`src/rtl/clint_rtc_pkg.sv`:
```
// rtl/clint_rtc_pkg.sv - shared types and constants for the RTC generator
package clint_rtc_pkg;

  typedef enum logic [1:0] {
    IDLE = 2'd0,
    RUN  = 2'd1,
    PEND = 2'd2
  } rtc_state_e;

  localparam int RtcAccWidthDefault = 32;

endpackage

```
`src/rtl/clint_rtc_incr_slot.sv`:
```
// rtl/clint_rtc_incr_slot.sv - single-entry holding register for a pending increment
module clint_rtc_incr_slot
  import clint_rtc_pkg::*;
#(
  parameter int Width = RtcAccWidthDefault
) (
  input  logic             clk_i,
  input  logic             rst_ni,
  input  logic             load_i,
  input  logic [Width-1:0] data_i,
  input  logic             apply_i,
  output logic [Width-1:0] pend_o,
  output logic             pend_valid_o
);

  logic [Width-1:0] pend_q, pend_d;
  logic             valid_q, valid_d;

  // Apply empties the slot; a load only arrives while it is empty.
  always_comb begin
    pend_d  = pend_q;
    valid_d = valid_q;
    if (apply_i) begin
      valid_d = 1'b0;
    end else if (load_i) begin
      pend_d  = data_i;
      valid_d = 1'b1;
    end
  end

  // Slot storage.
  always_ff @(posedge clk_i or negedge rst_ni) begin
    if (!rst_ni) begin
      pend_q  <= '0;
      valid_q <= 1'b0;
    end else begin
      pend_q  <= pend_d;
      valid_q <= valid_d;
    end
  end

  assign pend_o       = pend_q;
  assign pend_valid_o = valid_q;

endmodule

```
`src/rtl/clint_rtc_gen.sv`:
```
// rtl/clint_rtc_gen.sv - fractional phase-accumulator RTC square-wave generator
module clint_rtc_gen
  import clint_rtc_pkg::*;
#(
  parameter int          AccWidth    = RtcAccWidthDefault,
  parameter logic [31:0] DefaultIncr = 32'h0000_0000
) (
  input  logic                clk_i,
  input  logic                rst_ni,
  input  logic                en_i,
  input  logic                halt_i,
  input  logic [AccWidth-1:0] incr_i,
  input  logic                incr_valid_i,
  output logic                incr_ready_o,
  output logic                rtc_o,
  output logic                tick_o,
  output logic                busy_o
);

  localparam logic [AccWidth-1:0] ResetIncr = AccWidth'(DefaultIncr);

  rtc_state_e          state_q, state_d;
  logic [AccWidth-1:0] acc_q, acc_d;
  logic [AccWidth-1:0] active_q, active_d;
  logic                tick_q, tick_d;

  logic [AccWidth:0]   sum;
  logic [AccWidth-1:0] pend;
  logic                pend_valid;
  logic                accept;
  logic                direct;
  logic                slot_load;
  logic                slot_apply;

  assign sum    = {1'b0, acc_q} + {1'b0, active_q};
  assign accept = incr_valid_i & ~pend_valid;
  // While disabled or still idle there is no running waveform to protect,
  // so a new increment can take effect straight away.
  assign direct = ~en_i | (state_q == IDLE);

  clint_rtc_incr_slot #(
    .Width(AccWidth)
  ) u_slot (
    .clk_i       (clk_i),
    .rst_ni      (rst_ni),
    .load_i      (slot_load),
    .data_i      (incr_i),
    .apply_i     (slot_apply),
    .pend_o      (pend),
    .pend_valid_o(pend_valid)
  );

  // Next-state: accumulate, hand off pending increments only at a wrap, and
  // collapse to idle whenever the generator is disabled.
  always_comb begin
    state_d    = state_q;
    acc_d      = acc_q;
    active_d   = active_q;
    tick_d     = 1'b0;
    slot_load  = 1'b0;
    slot_apply = 1'b0;

    if (accept && direct) begin
      active_d = incr_i;
    end else if (accept) begin
      slot_load = 1'b1;
    end

    if (!en_i) begin
      acc_d   = '0;
      state_d = IDLE;
      if (pend_valid) begin
        active_d   = pend;
        slot_apply = 1'b1;
      end
    end else if (!halt_i) begin
      acc_d  = sum[AccWidth-1:0];
      tick_d = ~acc_q[AccWidth-1] & sum[AccWidth-1];
      unique case (state_q)
        IDLE: state_d = RUN;
        RUN:  if (slot_load) state_d = PEND;
        PEND: begin
          // A zero increment never wraps, so it would otherwise block forever.
          if (sum[AccWidth] || (active_q == '0)) begin
            active_d   = pend;
            slot_apply = 1'b1;
            state_d    = RUN;
          end
        end
        default: state_d = IDLE;
      endcase
    end else begin
      // Halted: the accumulator is frozen, but an accepted value must not be lost.
      if ((state_q == RUN) && slot_load) state_d = PEND;
    end
  end

  // State, accumulator, active increment and tick registers.
  always_ff @(posedge clk_i or negedge rst_ni) begin
    if (!rst_ni) begin
      state_q  <= IDLE;
      acc_q    <= '0;
      active_q <= ResetIncr;
      tick_q   <= 1'b0;
    end else begin
      state_q  <= state_d;
      acc_q    <= acc_d;
      active_q <= active_d;
      tick_q   <= tick_d;
    end
  end

  assign rtc_o        = acc_q[AccWidth-1];
  assign tick_o       = tick_q;
  assign incr_ready_o = ~pend_valid;
  assign busy_o       = pend_valid;

endmodule
```
`config.mk`:
```
export PLATFORM = sky130hd
export DESIGN_NAME = clint_rtc_gen
export DESIGN_NICKNAME = d
export VERILOG_FILES = /design/src/rtl/clint_rtc_pkg.sv /design/src/rtl/clint_rtc_incr_slot.sv /design/src/rtl/clint_rtc_gen.sv
export SDC_FILE = /design/constraint.sdc
export NUM_CORES = 1
export LEC_CHECK = 0
export ABC_AREA = 1
export BUFFER_PORTS_ARGS = -buffer_cell sky130_fd_sc_hd__buf_2
export CAP_MARGIN = 20
export CORE_MARGIN = 3
export CORE_UTILIZATION = 30
export DETAILED_ROUTE_END_ITERATION = 8
export HOLD_SLACK_MARGIN = 0.03
export SETUP_SLACK_MARGIN = 0.5
export SLEW_MARGIN = 25
export SYNTH_ARGS = -nofsm -noshare
export SYNTH_HDL_FRONTEND = slang
export SYNTH_SLANG_ARGS = --single-unit
```
`constraint.sdc`:
```
create_clock -name clk_i -period 4.5 [get_ports clk_i]
set_clock_uncertainty 0.15 [all_clocks]
set_input_delay 0.225 -clock clk_i [delete_from_list [all_inputs] [get_ports clk_i]]
set_output_delay 0.225 -clock clk_i [all_outputs]
set_load 0.05 [all_outputs]
```
==> run_results.csv <==
group,metric,value,unit
synth,synth_fp_nets,933,
cells_and_area,fillCellCount,2241,
power_and_ir_drop,switching_share,46.60,%
clock_tree,clock_path_buffers,2,
clock_tree,path_clk_slew,70,ps
cells_and_area,finalNonFillerCells,1208,
placed_design,port_buffers,40,
synth,synth.largest_area_cell,"dfrtp_1",
routing,drtPass1Iterations,4,
setup_path,path_max_fanout,56,
sta,fin_crit,3327,ps
global_routing,grt_remaining_overflow,0,
clock_tree,cts-root-buf,"clkbuf_16",
synth,synth_edf_count,0,
clock_tree,clock_sinks,100,
setup_path,crit_required,4560,ps
routing,drt-initial-drc-count,433,
global_routing,track_usage,15.09,%
clock_tree,postCtsSetupBuffers,0,
power_and_ir_drop,clkPwrFrac,16.4,%
clock_tree,ctsResizeCount,0,
power_and_ir_drop,p_total,0.004979,W
status,run_status,"complete, no violations",
power_and_ir_drop,p_int,0.002659,W
power_and_ir_drop,p_per_area,651.6,nW/µm²
synth,synth_area_leaders,"dfrtp_1, nand2_1, ha_1",
synth,ys_ff_latch,100,
synth,synth_fa_ha_area_share,6.382,%
setup_path,worstSetupEndpointType,"flop",
placed_design,dpl.cell_count,1157,
die,die_x,154.2,µm
power_and_ir_drop,pwr-share-seq,33.4,%
synth,syn_area,6588,µm²
synth,synth_xor_area_share,0.2659,%
die,ios,41,
routing,wirelength,17.54,mm
cells_and_area,area_growth,15.99,%
routing,routed_via_density,4.845,
setup_path,crit_arrival,3390,ps
flow_run,drv_cap,0,
cells_and_area,drive_gt1_share,14.04,%
placed_design,hpwl,12.87,mm
clock_tree,ctsHoldBuffers,35,
sta,tightestPinTransition,898.3,ps
die,row_count,53,
synth,synth_common_cells,"nand2_1, dfrtp_1, nor2_1",
synth,yosysMostFrequentCell,"nand2_1",
sta,hold_violations,0,
clock_tree,insertion_delay,350,ps
sta,slew_headroom,40.11,%
synth,ys.flop_type,"dfrtp_1",
cells_and_area,diodes,0,
setup_path,criticalPathCategory,"reg -> reg",
placed_design,gp_congestion,0.8726,
sta,fmax,300.6,MHz
global_routing,antenna_found_initial,0,
power_and_ir_drop,ir_worst_vdd,314.2,µV
global_routing,grt_max_degree,69,
sta,fin_crit_sh,73.93,%
synth,synth.distinct_cells,40,
hold_path,min_path_type,"in -> reg",
routing,drtAntennaViolNets,0,
die,design.core.area,21290,µm²
synth,netlist_instances,863,
synth,synth_top_area_share,37.99,%
die,die_h,154.2,µm
power_and_ir_drop,p_leak,3.840,nW
synth,synth_top_family_by_area,"simple AND/OR/NAND/NOR gates",
synth,yosys_warnings,0,
routing,routedWlPerCell,14.52,µm
synth,ys_seq_area_share,37.99,%
routing,vias,5853,
synth,avgSynthCellArea,7.633,µm²
synth,async_reset_ff_share,100.0,%
synth,synth_compound_area_share,12.19,%
clock_tree,cts_made_buffers,9,
sta,setup_tns,0,ps
cells_and_area,fin_nets,998,
sta,slew_violations,0,
routing,drc_errors,0,
setup_path,worstSetupStartpointType,"flop",
die,die-area,23770,µm²
global_routing,grt_pass1_vias,5696,
sta,rsz0062_at_grt,"false",
sta,setup-violations-final,0,
global_routing,grt_first_pass_wirelength,29.46,mm
synth,yosys.area_share.simple,31.51,%
synth,yosys-mux-area-fraction,4.596,%
die,start_util,30.95,%
clock_tree,h-tree-depth,3,
power_and_ir_drop,power_switching,0.002320,W
clock_tree,cts_tree,"built",
power_and_ir_drop,p_comb_share,50.2,%
-- flip-flops by register name (all words and copies together) (netlist names) --
register / count
state_q: 2
u_slot.pend_o: 32
acc_q: 32
u_slot.pend_valid_o: 1
tick_o: 1
active_q: 32
-- routing by layer --
layer	track usage [%]	vias to the layer above	share of wire, %	routed length, µm
met5	0	-	0	0
met4	3.532	0	1.4	249
met3	2.071	15	3.2	558
met2	24.04	97	46	8056
met1	21.80	2737	49	8672
li1	-	3004	-	-
-- layout make-up --
cell class                      instances  area [µm²]  area share, %
Multi-Input combinational cell        668        3627          47.47
Timing Repair Buffer                   82       605.6          7.925
Inverter                               67       251.5          3.291
Clock buffer                           10       239.0          3.128
Tap cell                              275       344.1          4.503
Clock inverter                          6       71.32         0.9334
Sequential cell                       100        2502          32.75
-- worst max-delay path: stages, from the launching register on --
cell,delay (ps)
dfrtp_1,410
ha_1,230
fa_1,380
nand2_1,110
nand2_1,100
nand3_1,90
nand2_1,110
nand2_1,100
nand2_2,80
nand2_2,100
nand2_4,80
nand3_4,350
nand2_4,570
nand2_1,230
o21ai_2,70
-- cell usage in the layout (no fill, tap or decap), types with 3 or more instances in the layout --
cell,synthesis,final
dlygate4sd3_1,0,35
mux2i_1,28,28
nand2_1,268,268
nor2_2,4,5
buf_2,3,39
clkbuf_16,0,9
nand4_1,42,42
dfrtp_1,100,100
nor2_1,72,71
o21ai_0,43,43
o21bai_1,8,8
inv_1,63,63
nand2_2,25,25
a21o_1,3,3
ha_1,32,32
o21ai_2,23,23
nor3_2,3,3
a21oi_1,48,48
nand3_1,42,41
buf_4,3,8
nor3_1,4,4
-- kinds of logic (layout without fill, tap and decap cells) --
kind of cell	Yosys count	in the layout
compound gates	133	133
xor+xnor	2	2
fa+ha+maj	33	33
buf+inv	95	165
flops	100	100
mux	30	30
simple gates	470	470
-- power groups by stage --
stage	sequential [W]	combinational (W)	clock (W)
floorplan	0.00158	0.00194	0
global placement	0.00166	0.00243	0
detailed placement	0.00167	0.00246	0
CTS	0.00166	0.00250	0.000838
global route	0.00172	0.00287	0.000877
finish	0.00166	0.00250	0.000817
-- final timing paths --
path	to	start	slack [ps]	cells after the start
setup / recovery	active_q[29]	active_q[0]	1170	14
hold / removal	state_q[0]	incr_valid_i	290	5
hold reg to reg	u_slot.pend_o[5]	u_slot.pend_o[5]	320	2
min in group asynchronous	acc_q[29]	rst_ni	410	2
setup reg to reg	active_q[29]	active_q[0]	1170	14
max in group asynchronous	active_q[12]	rst_ni	2760	3
-- through the flow --
step / cell area, µm² / hold WS (ps) / worst slack [ps] / utilization (%)
after floorplan: 6588 / -220.6 / 2097 / -
after global placement: 6980 / 274.2 / 1212 / 32.79
after detailed placement: 6980 / 276.1 / 1152 / 32.79
after CTS: 7641 / 273.5 / 1135 / 35.90
after global routing: 7641 / 345.6 / 763.3 / 35.90
final: 7641 / 285.6 / 1173 / 35.90
Note: power is estimated with default switching activity, not from simulation.
